==> src/rtl/hazard_forward_unit.sv <==
// Hazard and forwarding unit for the 5-stage RISC-V pipeline, with a multi-cycle unit scoreboard.
// Latency: fwd_sel/stall are combinational; the scoreboard and stall counter update on the rising clk edge.
// Backpressure: stall holds PC and IF/ID and bubbles ID/EX; there is no flow control towards this block.
//
// Ports:
//   clk, rst                       clock, asynchronous active-high reset
//   id_valid/id_rs/id_rs_used/id_mc       instruction in ID (sources, which are read, multi-cycle flag)
//   ex_valid/ex_reg_write/ex_mem_read/ex_mc_start/ex_rd/ex_rs   instruction in EX
//   mem_reg_write/mem_rd, wb_reg_write/wb_rd                    later-stage write-back info
//   fwd_sel                        per operand 2 bits: 00 regfile, 10 EX/MEM, 01 MEM/WB
//   stall                          load-use, multi-cycle RAW or multi-cycle structural hazard
//   mc_busy/mc_done/mc_rd          multi-cycle unit occupancy, last busy cycle, destination
//   mc_overlap_err                 sticky: start seen while the unit was busy
//   stall_count                    saturating count of stall cycles
module hazard_forward_unit #(
   parameter int REG_ADDR_WIDTH  = 5,
   parameter int NUM_RS          = 2,
   parameter int MC_LATENCY      = 4,
   parameter int STALL_CNT_WIDTH = 16
) (
   input  logic                             clk,
   input  logic                             rst,
   input  logic                             id_valid,
   input  logic [NUM_RS*REG_ADDR_WIDTH-1:0] id_rs,
   input  logic [NUM_RS-1:0]                id_rs_used,
   input  logic                             id_mc,
   input  logic                             ex_valid,
   input  logic                             ex_reg_write,
   input  logic                             ex_mem_read,
   input  logic                             ex_mc_start,
   input  logic [REG_ADDR_WIDTH-1:0]        ex_rd,
   input  logic [NUM_RS*REG_ADDR_WIDTH-1:0] ex_rs,
   input  logic                             mem_reg_write,
   input  logic [REG_ADDR_WIDTH-1:0]        mem_rd,
   input  logic                             wb_reg_write,
   input  logic [REG_ADDR_WIDTH-1:0]        wb_rd,
   output logic [2*NUM_RS-1:0]              fwd_sel,
   output logic                             stall,
   output logic                             mc_busy,
   output logic                             mc_done,
   output logic [REG_ADDR_WIDTH-1:0]        mc_rd,
   output logic                             mc_overlap_err,
   output logic [STALL_CNT_WIDTH-1:0]       stall_count
);

   localparam int W     = REG_ADDR_WIDTH;
   localparam int CNT_W = $clog2(MC_LATENCY + 1);
   localparam logic [CNT_W-1:0]           MC_LOAD   = CNT_W'(MC_LATENCY);
   localparam logic [STALL_CNT_WIDTH-1:0] STALL_MAX = '1;

   logic [CNT_W-1:0]           mc_cnt_q, mc_cnt_d;
   logic [W-1:0]               mc_rd_q, mc_rd_d;
   logic                       mc_err_q, mc_err_d;
   logic [STALL_CNT_WIDTH-1:0] stall_cnt_q, stall_cnt_d;

   logic load_use_match, mc_raw_match;
   logic load_use, mc_raw, mc_struct, mc_start;

   // A load always writes its rd, so the load-use check keys on ex_mem_read alone.
   logic unused_ex_reg_write;
   assign unused_ex_reg_write = ex_reg_write;

   // EX/MEM has priority over MEM/WB because it carries the younger value.
   always_comb begin
      fwd_sel = '0;
      if (!rst) begin
         for (int i = 0; i < NUM_RS; i++) begin
            if (mem_reg_write && mem_rd != '0 && mem_rd == ex_rs[i*W +: W])
               fwd_sel[2*i +: 2] = 2'b10;
            else if (wb_reg_write && wb_rd != '0 && wb_rd == ex_rs[i*W +: W])
               fwd_sel[2*i +: 2] = 2'b01;
         end
      end
   end

   always_comb begin
      load_use_match = 1'b0;
      mc_raw_match   = 1'b0;
      for (int i = 0; i < NUM_RS; i++) begin
         if (id_rs_used[i] && id_rs[i*W +: W] == ex_rd)   load_use_match = 1'b1;
         if (id_rs_used[i] && id_rs[i*W +: W] == mc_rd_q) mc_raw_match   = 1'b1;
      end
   end

   assign mc_busy   = (mc_cnt_q != '0);
   assign mc_done   = (mc_cnt_q == CNT_W'(1));
   assign mc_start  = ex_valid && ex_mc_start;
   assign load_use  = ex_valid && ex_mem_read && (ex_rd != '0) && id_valid && load_use_match;
   assign mc_raw    = mc_busy && (mc_rd_q != '0) && id_valid && mc_raw_match;
   assign mc_struct = mc_busy && id_valid && id_mc;
   assign stall     = !rst && (load_use || mc_raw || mc_struct);

   // A start on the final busy edge still sees mc_busy=1, so it is dropped and flagged.
   always_comb begin
      mc_cnt_d    = mc_cnt_q;
      mc_rd_d     = mc_rd_q;
      mc_err_d    = mc_err_q;
      stall_cnt_d = stall_cnt_q;
      if (mc_busy) begin
         mc_cnt_d = mc_cnt_q - CNT_W'(1);
         if (mc_start) mc_err_d = 1'b1;
      end else if (mc_start) begin
         mc_cnt_d = MC_LOAD;
         mc_rd_d  = ex_rd;
      end
      if (stall && stall_cnt_q != STALL_MAX)
         stall_cnt_d = stall_cnt_q + STALL_CNT_WIDTH'(1);
   end

   always_ff @(posedge clk or posedge rst) begin
      if (rst) begin
         mc_cnt_q    <= '0;
         mc_rd_q     <= '0;
         mc_err_q    <= 1'b0;
         stall_cnt_q <= '0;
      end else begin
         mc_cnt_q    <= mc_cnt_d;
         mc_rd_q     <= mc_rd_d;
         mc_err_q    <= mc_err_d;
         stall_cnt_q <= stall_cnt_d;
      end
   end

   assign mc_rd          = mc_rd_q;
   assign mc_overlap_err = mc_err_q;
   assign stall_count    = stall_cnt_q;

endmodule

==> config.mk <==
export PLATFORM = sky130hd
export DESIGN_NAME = hazard_forward_unit
export DESIGN_NICKNAME = d
export VERILOG_FILES = /design/src/rtl/hazard_forward_unit.sv
export SDC_FILE = /design/constraint.sdc
export NUM_CORES = 1
export LEC_CHECK = 0
export CORE_UTILIZATION = 41
export CTS_CLUSTER_DIAMETER = 120
export CTS_CLUSTER_SIZE = 10
export DETAILED_ROUTE_END_ITERATION = 6
export PLACE_DENSITY = 0.78
export SYNTH_ARGS = -nofsm -noshare
export SYNTH_HDL_FRONTEND = slang
export SYNTH_SLANG_ARGS = --single-unit
==> constraint.sdc <==
create_clock -name clk -period 3.7 [get_ports clk]
set_clock_uncertainty 0.15 [all_clocks]
set_input_delay 0.925 -clock clk [delete_from_list [all_inputs] [get_ports clk]]
set_output_delay 0.925 -clock clk [all_outputs]
set_load 0.005 [all_outputs]
# Yosys cells after proc, flatten, opt, wreduce, memory -nomap -nowiden
# Cells that the tools add are included.
# W data, S select, Z words.
[totals]
register_bits = 25
[classes]
eq_ne = 10
n_mux = 11
bitwise = 1
reduce_logical = 33
addsub = 2
[ops]
columns = ["cell", "count"]
rows = [
  ["$eq A5 B5 Y1", 8],
  ["$logic_and A1 B1 Y1", 22],
  ["$reduce_bool A5 Y1", 4],
  ["$add A16 B1 Y16 const B", 1],
  ["$ne A16 B16 Y1 const B", 1],
  ["$mux W1", 6],
  ["$mux W3", 2],
  ["$mux W2", 2],
  ["$mux W4", 1],
  ["$reduce_and A2 Y1", 2],
  ["$eq A3 B1 Y1 const B", 1],
  ["$reduce_bool A3 Y1", 1],
  ["$sub A3 B1 Y3 const B", 1],
  ["$logic_or A1 B1 Y1", 2],
  ["$reduce_bool A2 Y1", 1],
  ["$logic_not A1 Y1", 1],
  ["$not A1 Y1", 1],
]

# Longest topological paths before layout
# Gate-level depths: netlist of run 1.
[logic_depth]
depth_word = 9
ltp_mapped = 9
mapped_depth_nobuf = 8

# Least setup slack after synthesis of run 1
# No wires, ideal clock.
[synth_path]
path_kind = "input to output"
startpoint = "input rst"
endpoint = "output fwd_sel[0]"
stages = 4
slack_ns = 0.214
arrival_time_ns = 2.411
t_required_ns = 2.625
path_cell_list = "inv_1 > o211ai_1 > or4_1 > nor4_1"
[synth_between]
elab_chain_cells = 1
[synth_lines]
columns = ["item", "line", "text"]
rows = [
  ["from (decl)", "22", "input logic rst,"],
  ["$mux W4", "66", "if (!rst) begin"],
  ["to (decl)", "37", "output logic [2*NUM_RS-1:0] fwd_sel,"],
]
# No other way between the ends.

# Final worst setup path of run 1
[layout_path]
startpoint = "input mem_rd[2]"
endpoint = "output fwd_sel[0]"
[layout_between]
elab_chain_cells = 5
word_cells_on_any_way = 6
cone_classes = "eq/ne (1); mux (2); reduce/logical (3)"
[layout_lines]
columns = ["item", "line", "text"]
rows = [
  ["from (decl)", "34", "input logic [REG_ADDR_WIDTH-1:0] mem_rd,"],
  ["$reduce_bool A5 Y1", "68", "if (mem_reg_write && mem_rd != '0 && mem_rd == ex_rs[i*W +: W])"],
  ["$logic_and A1 B1 Y1", "68", ""],
  ["$logic_and A1 B1 Y1 (*)", "68", ""],
  ["$mux W2 (*)", "68", ""],
  ["$mux W4 (*)", "66", ""],
]
# Mark *: on every way between the ends. The rest lies on a longest branch, timed or not.

==> results by stage, run 1 <==
Run status:
- The flow ran to the end, and the final reports show no timing, DRC or antenna violations.

Floorplan:
- The starting density of the core is 43.2%.
- The number of top-level pins is 76.
- The core region is roughly 0.0040 mm².
- Measured along the y axis, the die boundary spans 67.2 µm.
- The width of the chip is 67.2 µm.
- The cell row count is 23.
- The die covers 0.00451 mm².

Global routing:
- Entering global routing, the biggest net connects 26 pins.
- The global-route wire length before repair is about 7.4 mm.
- The remaining global-route overflow is 0.
- Global routing used ~21% of the available tracks across all layers.
- The initial antenna violation count is 0.
- The number of global-route vias before repair is 1,680.

Cells and area:
- For this run, the post-layout net count is 336.
- The number of inserted filler cells in the final layout is 328.
- The area growth from synthesis to layout is 63.1%.
- Once layout is complete, the utilization of the core stands at roughly 71%.
- The number of standard cells in the layout, taps in and fillers out is about 340.
- The share of layout cells above drive strength 1 is 22.0%.
- The number of antenna diodes is 0.

Min path:
- Counting instances, the worst hold path has a depth of 1.
- The end point of the most critical hold path is mc_overlap_err$_DFFE_PP0P_.
- The startpoint identified for the worst hold timing path is mc_overlap_err$_DFFE_PP0P_.
- The tightest min-delay check is of the reg2reg type.

Setup path:
- The type of origin of the critical path is an input port.
- The endpoint type of the worst setup path is an output port.
- Counting cells, the worst reg-to-reg path comes to 8.
- The startpoint-to-endpoint class of the critical path is in2out.
- The arrival time of the worst setup path is 2.57 ns.
- The worst flop-to-flop path endpoint is stall_count[10]$_DFFE_PP0P_.
- Among all stages on the critical path, the largest delay is contributed by or4_4.
- For flop-to-flop paths, the worst setup slack is 1.39 ns.
- The largest driver fanout on the critical path is 3.
- The signal on the critical path passes through clkdlybuf4s50_1 -> or4_4 -> o21ai_4 -> nor3_1 -> nor4_2 -> buf_2.
- The worst endpoint required time is roughly 2.6 ns.
- The worst register-to-register path begins at stall_count[0]$_DFFE_PP0P_.
- The cell family contributing the most delay on the critical path is simple AND/OR/NAND/NOR gates.
- The critical path contains buffers and inverters numbering 2 combined.
- For this run, the slowest stage of the critical path takes 0.53 ns.

Clock tree:
- The post-CTS clock slew at the launch and capture registers of the worst setup and hold paths is 0.09 ns.
- Clock tree synthesis inserted a total of 3 buffers.
- In this run the number of H-tree levels came out at 1.
- Counting every sink on the clock net gives 25.
- The clock passes through at most 2 buffers.
- The root buffer cell chosen for the clock tree is clkbuf_8.
- TritonCTS built the clock tree.
- The later pin in the worst-skew pair is clocked with a latency of 0.27 ns.

Routing:
- Wires add up to between 4 and 5 mm.
- The starting DRC count in detailed routing is 38.
- Detailed routing inserted a total of 1,711 vias.
- After detailed routing, the number of remaining DRC violations is 0.
- The number of optimization iterations in the first detailed-route pass is 4.
- In the final routed layout, each cell accounts on average for 13.8 µm.
- The post-detailed-route count of antenna-violating nets is 0.
- Using the TritonRoute via totals, the vias-per-cell ratio works out to 5.08.

Timing:
- For the finished layout, the period the worst path requires is 3.65 ns.
- The setup total negative slack is 0 ns.
- Across all hold checks on the routed design, the worst slack comes to between 0.3 and 0.4 ns.
- The transition time of the tightest slew-check pin is between 0.4 and 0.5 ns.
- In this run the tightest slew margin relative to its limit is slightly above 70%.
- The fmax is ~270 MHz.
- The final hold violation count is 0.
- The part of the cycle the worst path needs is between 90% and 100%.
- The final count of pins violating max slew is 0.
- Setup violations remaining at the end of the flow were counted as 0.
- Setup repair after global routing left no endpoint under its margin.

Run:
- Max-cap violations in this run came to 0.

Power:
- The sum of internal, switching and leakage power is 1.06 mW.
- The leakage power is 1.24 nW.
- The peak supply drop is 0.241 mV.
- The areal power density over the cells is 375 mW/mm².

Placed design:
- The number of I/O port buffers is 74.
- The placed cell count is 330.
- The routability-driven placement congestion ratio is approximately 0.81.
- Summed over all nets, the half-perimeter wirelength after detailed placement is 3.64 mm.

Yosys:
- The count of distinct cell types in the synthesized netlist is 33.
- Synthesis produced between 150 and 200 cells.
- The average footprint of a synthesized cell is 9.68 µm².
- Of the synthesized area, sequential elements account for between 30% and 40%.
- When the netlist entered floorplanning its net count stood at 228.
- The count of synthesis-stage warnings from yosys is 0.
- The synthesized netlist occupies a cell area of approximately 0.0017 mm².
- The flip-flop and latch count after synthesis is 25.
[sequential cells by signal (all words and copies together), names as in the netlist]
name / flops
mc_rd: 5
mc_overlap_err: 1
mc_cnt_q: 3
stall_count: 16
[how the worst max path moves through the flow]
stage               from         end  cells past startpoint
2_1_floorplan        rst  fwd_sel[0]                      4
4_1_cts         wb_rd[2]  fwd_sel[0]                      6
3_5_place_dp   mem_rd[1]  fwd_sel[0]                      6
3_3_place_gp   mem_rd[1]  fwd_sel[0]                      6
5_1_grt        mem_rd[2]  fwd_sel[0]                      6
6_report       mem_rd[2]  fwd_sel[0]                      6
[synth_stat cells]
| cell type | count | area share [%] |
|---|---|---|
| nor3_1 | 9 | 2.6 |
| xor2_1 | 18 | 9.1 |
| nor4b_2 | 1 | 0.86 |
| xnor2_1 | 36 | 18 |
| nand3_1 | 8 | 2.3 |
| o211ai_1 | 1 | 0.43 |
| nand2_1 | 21 | 4.5 |
| nor4bb_4 | 1 | 1.4 |
| o21ai_0 | 3 | 0.86 |
| or4_4 | 1 | 0.65 |
| a31oi_1 | 1 | 0.36 |
| buf_6 | 2 | 1.3 |
| nor4_2 | 1 | 0.72 |
| and2b_1 | 2 | 0.86 |
| a21oi_2 | 1 | 0.50 |
| or4_1 | 4 | 1.7 |
| nor3b_1 | 1 | 0.43 |
| o22ai_2 | 1 | 0.72 |
| a21oi_1 | 2 | 0.57 |
| ha_1 | 1 | 0.72 |
| mux2_2 | 5 | 3.2 |
| inv_1 | 3 | 0.65 |
| dfrtp_1 | 25 | 36 |
| nand2_2 | 2 | 0.72 |
| o22ai_1 | 1 | 0.36 |
| and3_1 | 3 | 1.1 |
| nor4_1 | 4 | 1.4 |
| nand3_2 | 2 | 1.1 |
| nor2_1 | 8 | 1.7 |
| mux2_1 | 2 | 1.3 |
| or3_1 | 1 | 0.36 |
| nand4_1 | 8 | 2.9 |
| a31o_2 | 1 | 0.50 |
[worst register-to-register path: cells and delay by family (launching register included)]
family	cells	cell delay (ns)
and+or+nand+nor	5	1.05
xor gates and xnor gates	1	0.13
AOI/OAI and AO/OA	1	0.21
adders and majority gates	1	0.21
DFF	1	0.43
[power by group]
part           switching (mW)  internal (mW)
registers              0.0942          0.333
clock network          0.0896         0.0763
logic                   0.176          0.296
total                   0.360          0.705
[kinds of logic (layout without fill, tap and decap cells)]
logic type	Yosys count	in the layout	share of synthesized area [%]
AOI/OAI and AO/OA	11	11	4.31
xor gates and xnor gates	54	54	27.2
adders and majority gates	1	1	0.718
buffers and inverters	5	112	1.94
DFF	25	25	35.9
muxes	7	7	4.53
and+or+nand+nor	77	77	25.4
[metrics by stage]
step	worst slack, ns	area, µm²
after floorplan	0.214	1740
after global placement	-0.512	2730
after detailed placement	-0.510	2730
after CTS	0.0210	2840
after global routing	0.0150	2840
final	0.0530	2840
[routing by layer]
| metal | track usage (%) | routed length, µm |
|---|---|---|
| met1 | 24.5 | 1840 |
| met2 | 42.8 | 2590 |
| met3 | 1.52 | 190 |
| met4 | 4.52 | 36 |
| met5 | 0 | 0 |
[cell usage in the layout (no fill, tap or decap), types with 2 or more instances in the layout]
| cell type | n |
|---|---|
| dlygate4sd2_1 | 20 |
| nor4_2 | 2 |
| xnor2_1 | 35 |
| dlymetal6s2s_1 | 2 |
| a21oi_2 | 2 |
| mux2_2 | 5 |
| nor4_1 | 2 |
| nand4_1 | 8 |
| clkdlybuf4s50_1 | 50 |
| xor2_1 | 18 |
| nor3_1 | 9 |
| nand2_2 | 2 |
| or4_1 | 2 |
| and3_1 | 2 |
| o21ai_0 | 2 |
| nand3_1 | 8 |
| mux2_1 | 2 |
| nand3_2 | 2 |
| inv_1 | 3 |
| nor2_1 | 8 |
| buf_2 | 2 |
| dfrtp_1 | 25 |
| or4_4 | 3 |
| o22ai_2 | 2 |
| buf_4 | 30 |
| nand2_1 | 21 |
| clkbuf_8 | 3 |
[area by class of cell]
type                    count  area, µm²  area share (%)
multi-input cells         150       1150            40.3
clock buffers               3       41.3            1.45
well taps                  50       62.6            2.20
clock inverters             1       7.51           0.264
inverters                   3       11.3           0.396
flip-flops and latches     25        626            22.0
repair buffers            105        947            33.3
[timing repair]
| action | in CTS | in global routing |
|---|---|---|
| resized for setup | 41 | 3 |
| setup buffers | 4 | 0 |
| hold buffers | 0 | 0 |
| gates cloned | 0 | 0 |
| pin swaps | 10 | 3 |
| endpoints found under the setup margin | 5 | 3 |
No activity file was read; power rests on OpenSTA's default activity.
==> run 2: changes to the inputs <==
clock period = 4.5 ns   (was 3.7 ns; I/O delays follow)
==> run 2 against run 1 <==
  * Sequential power down 19%
  * Global-route usage down 0.87 points
  * Core utilization is 4.1 points lower
  * Worst setup slack improved by 0.16 ns
  * Die area did not move
  * Sequential share of layout area grew 1.4 points
  * Non-clock buffer count fell by 20
  * Clock-buffer cell count unchanged
  * Wire length is 7.0% lower
  * Worst hold slack improved by 0.0093 ns
  * Final area decreased by 5.9%
  * Critical path type unchanged
  * Largest cell class unchanged
  * Highest routed layer unchanged
==> results by stage, run 2 (synthesized netlist as in run 1, its figures left out) <==
Cells and area:
- Compared with the post-synthesis result, the final layout area differs by 53.6%.
- The number of antenna diodes came to 0 (unchanged).
- The fraction of the core area covered by cells at the end of the flow was 66.4% (-4.1 points).
- In the layout the commonest cells are clkdlybuf4s50_1, xnor2_1, dfrtp_1.
- The flip-flop count of the largest register after layout is 16 (unchanged).
- The most common cell after layout, fill and taps aside is clkdlybuf4s50_1.
- The share of layout cells above drive strength 1 is 12.7% (-9.2 points).
- The number of nets in the finished design was 316 (-6.0%).
- The number of standard cells in the layout, taps in and fillers out was 317 (-5.9%).

Routing:
- The total number of vias is 1,618 (-5.4%).
- The DRC violations left is 0 (unchanged).
- The starting DRC count in detailed routing is 56 (+47%).
- The wire length per cell after detailed routing was 13.6 µm (-1.2%).
- The post-detailed-route count of antenna-violating nets came to 0 (unchanged).
- The number of optimization iterations in the first detailed-route pass is 4 (unchanged).
- The number of vias per cell after detailed routing is 5.10 (+0.53%).
- The final routed wirelength across all metal layers is 4.33 mm (-7.0%).

Power:
- The peak supply drop came to 0.243 mV (+1.1%).
- The areal power density over the cells is 319 mW/mm² (-15%).
- The leakage power is 1.10 nW (-11%).

Floorplan:
- The width of the chip came to 67.2 µm (unchanged).
- The chip height was 67.2 µm (unchanged).
- The area of the die is 0.00451 mm² (unchanged).
- The number of top-level pins is 76 (unchanged).
- The area of the core came to 0.00403 mm² (unchanged).
- The starting density of the core came to 43.2% (unchanged).
- The cell row count is 23 (unchanged).

Setup path:
- The longest individual stage delay on the worst path is 0.58 ns (+0.05 ns).
- The arrival time of the worst setup path is 3.01 ns (+0.44 ns).
- STA classifies the critical path startpoint as an input port.
- Walking the worst path, the cells encountered are clkdlybuf4s50_1 -> xnor2_1 -> nand4_1 -> o22ai_1 -> nand2_1 -> and3_1 -> inv_1 -> clkdlybuf4s50_1.
- STA classifies the critical path endpoint as an output port.
- The largest driver fanout on the critical path is 4 (+1).
- The worst endpoint required time is 3.22 ns (+0.60 ns).
- The slowest stage of the critical path belongs to the cell clkdlybuf4s50_1.
- The critical path in this run is classified as in2out.
- In this design, the critical path's most frequently occurring cell is clkdlybuf4s50_1.

Timing:
- The transition time of the tightest slew-check pin came to 0.419 ns (-0.00270 ns).
- The final hold violation count came to 0 (unchanged).
- The setup-violating endpoint count in the final report is 0 (unchanged).
- After layout, the worst path uses 95.3% of the clock period.
- Setup repair after global routing left no endpoint under its margin.
- Static timing analysis puts the maximum clock frequency at ~230 MHz.
- The remaining max-slew budget at the tightest pin is 72.0% (+0.18 points).
- The worst path in the final design needs a cycle of 4.29 ns, including I/O delays and setup.
- The final count of pins violating max slew is 0 (unchanged).

Clock tree:
- The post-CTS clock slew at the launch and capture registers of the worst setup and hold paths is 0.09 ns (about the same).
- The number of buffers added by the clock tree synthesis step was 3 (unchanged).
- The maximum count of clock buffers along a single path is 2 (unchanged).
- The cell at the root of the clock tree is clkbuf_8.
- The clock sink total was 25 (unchanged).
- TritonCTS built the clock tree.
- The total setup buffers inserted after CTS is 0 (-4).
- The depth of the CTS H-tree is 1 (unchanged).
- The insertion delay of the later-clocked pin in the worst-skew pair was 0.27 ns (about the same).
- The number of hold buffers added after CTS is 0 (unchanged).

Global routing:
- The met1 usage is 24.6% (+0.080 points).
- The maximum number of pins on one net before global-route repair is 26 (unchanged).
- The global-route wire length before repair is 7.06 mm (-4.3%).
- The initial antenna violation count is 0 (unchanged).
- In this run the most used layer during global routing was met2.
- The global-route usage over all layers is 20.6% (-0.87 points).
- The met3 track utilization from global routing is 2.03% (+0.51 points).
- The remaining global-route overflow came to 0 (unchanged).
- The met2 usage is 38.4% (-4.4 points).
- The number of global-route vias before repair came to 1,648 (-1.9%).

Placed design:
- The placed cell count was 313 (-5.2%).
- The number of I/O port buffers is 74 (unchanged).
- The routability-driven placement congestion ratio was 0.798 (-1.6%).
- The estimated wirelength of the detail-placed design is 3.54 mm (-2.8%).

Run:
- The max-capacitance violation count is 0 (unchanged).

Run status:
- The flow ran to the end, and the final reports show no timing, DRC or antenna violations.

Min path:
- The class of the worst hold path is reg2reg.
[run 2: final timing paths]
kind	startpoint	to	slack, ns	depth (start not counted)
worst min register to register	mc_overlap_err$_DFFE_PP0P_	mc_overlap_err$_DFFE_PP0P_	0.34	1
worst max register to register	stall_count[0]$_DFFE_PP0P_	stall_count[10]$_DFFE_PP0P_	2.19	8
max in group asynchronous	rst	mc_rd[2]$_DFFE_PP0P_	2.78	3
worst min-delay path	mc_overlap_err$_DFFE_PP0P_	mc_overlap_err$_DFFE_PP0P_	0.34	1
worst max-delay path	ex_rd[1]	stall	0.21	8
min in group asynchronous	rst	stall_count[2]$_DFFE_PP0P_	1.17	3
[run 2: timing repair]
action                                  in CTS  in global routing
resized for setup                            2                  4
endpoints found under the setup margin       2                  2
pin swaps                                    0                  2
[run 2: metal layers]
layer / vias to the layer above / share of wire [%]
li1: 801 / -
met1: 775 / 41
met2: 40 / 54
met3: 2 / 4.1
met4: 0 / 0.88
met5: - / 0
[run 2: area by class of cell]
class                      instances  area [µm²]
clock buffer                       3        41.3
clock inverter                     1        7.51
fill                             343        1350
inverter                           3        11.3
multi-input combinational        150        1100
sequential                        25         626
tap                               50        62.6
timing repair buffer              85         828
[run 2: worst max-delay path, delay by kind of cell]
| kind | cells | cell delay, ns |
|---|---|---|
| xor+xnor | 1 | 0.14 |
| compound gates | 1 | 0.24 |
| simple gates | 3 | 0.38 |
| buf+inv | 3 | 1.13 |
[run 2: stage by stage]
stage	hold slack [ns]	setup WS (ns)	power, mW	area, µm²	TNS, ns
2_1_floorplan	0.316	0.614	0.530	1740	0
3_3_place_gp	0.316	-0.124	0.712	2610	-0.216
3_5_place_dp	0.312	-0.107	0.719	2610	-0.197
4_1_cts	0.334	0.00358	0.861	2660	0
5_1_grt	0.369	0.0712	0.909	2680	0
6_report	0.341	0.210	0.854	2680	0
[run 2: where the power goes]
part | leakage [nW] | internal (mW) | switching [mW] | total [mW]
registers | 0.324 | 0.274 | 0.0735 | 0.347
logic | 0.754 | 0.231 | 0.134 | 0.365
clock network | 0.0217 | 0.0628 | 0.0789 | 0.142
total | 1.10 | 0.568 | 0.286 | 0.854
==> run 3: changes to the inputs <==
CAP_MARGIN = 20   (was unset)
GPL_TIMING_DRIVEN = 1   (was unset)
HOLD_SLACK_MARGIN = 0.05   (was unset)
==> results of run 3 <==
The final DEF is identical to that of run 2; final timing and power are the same.
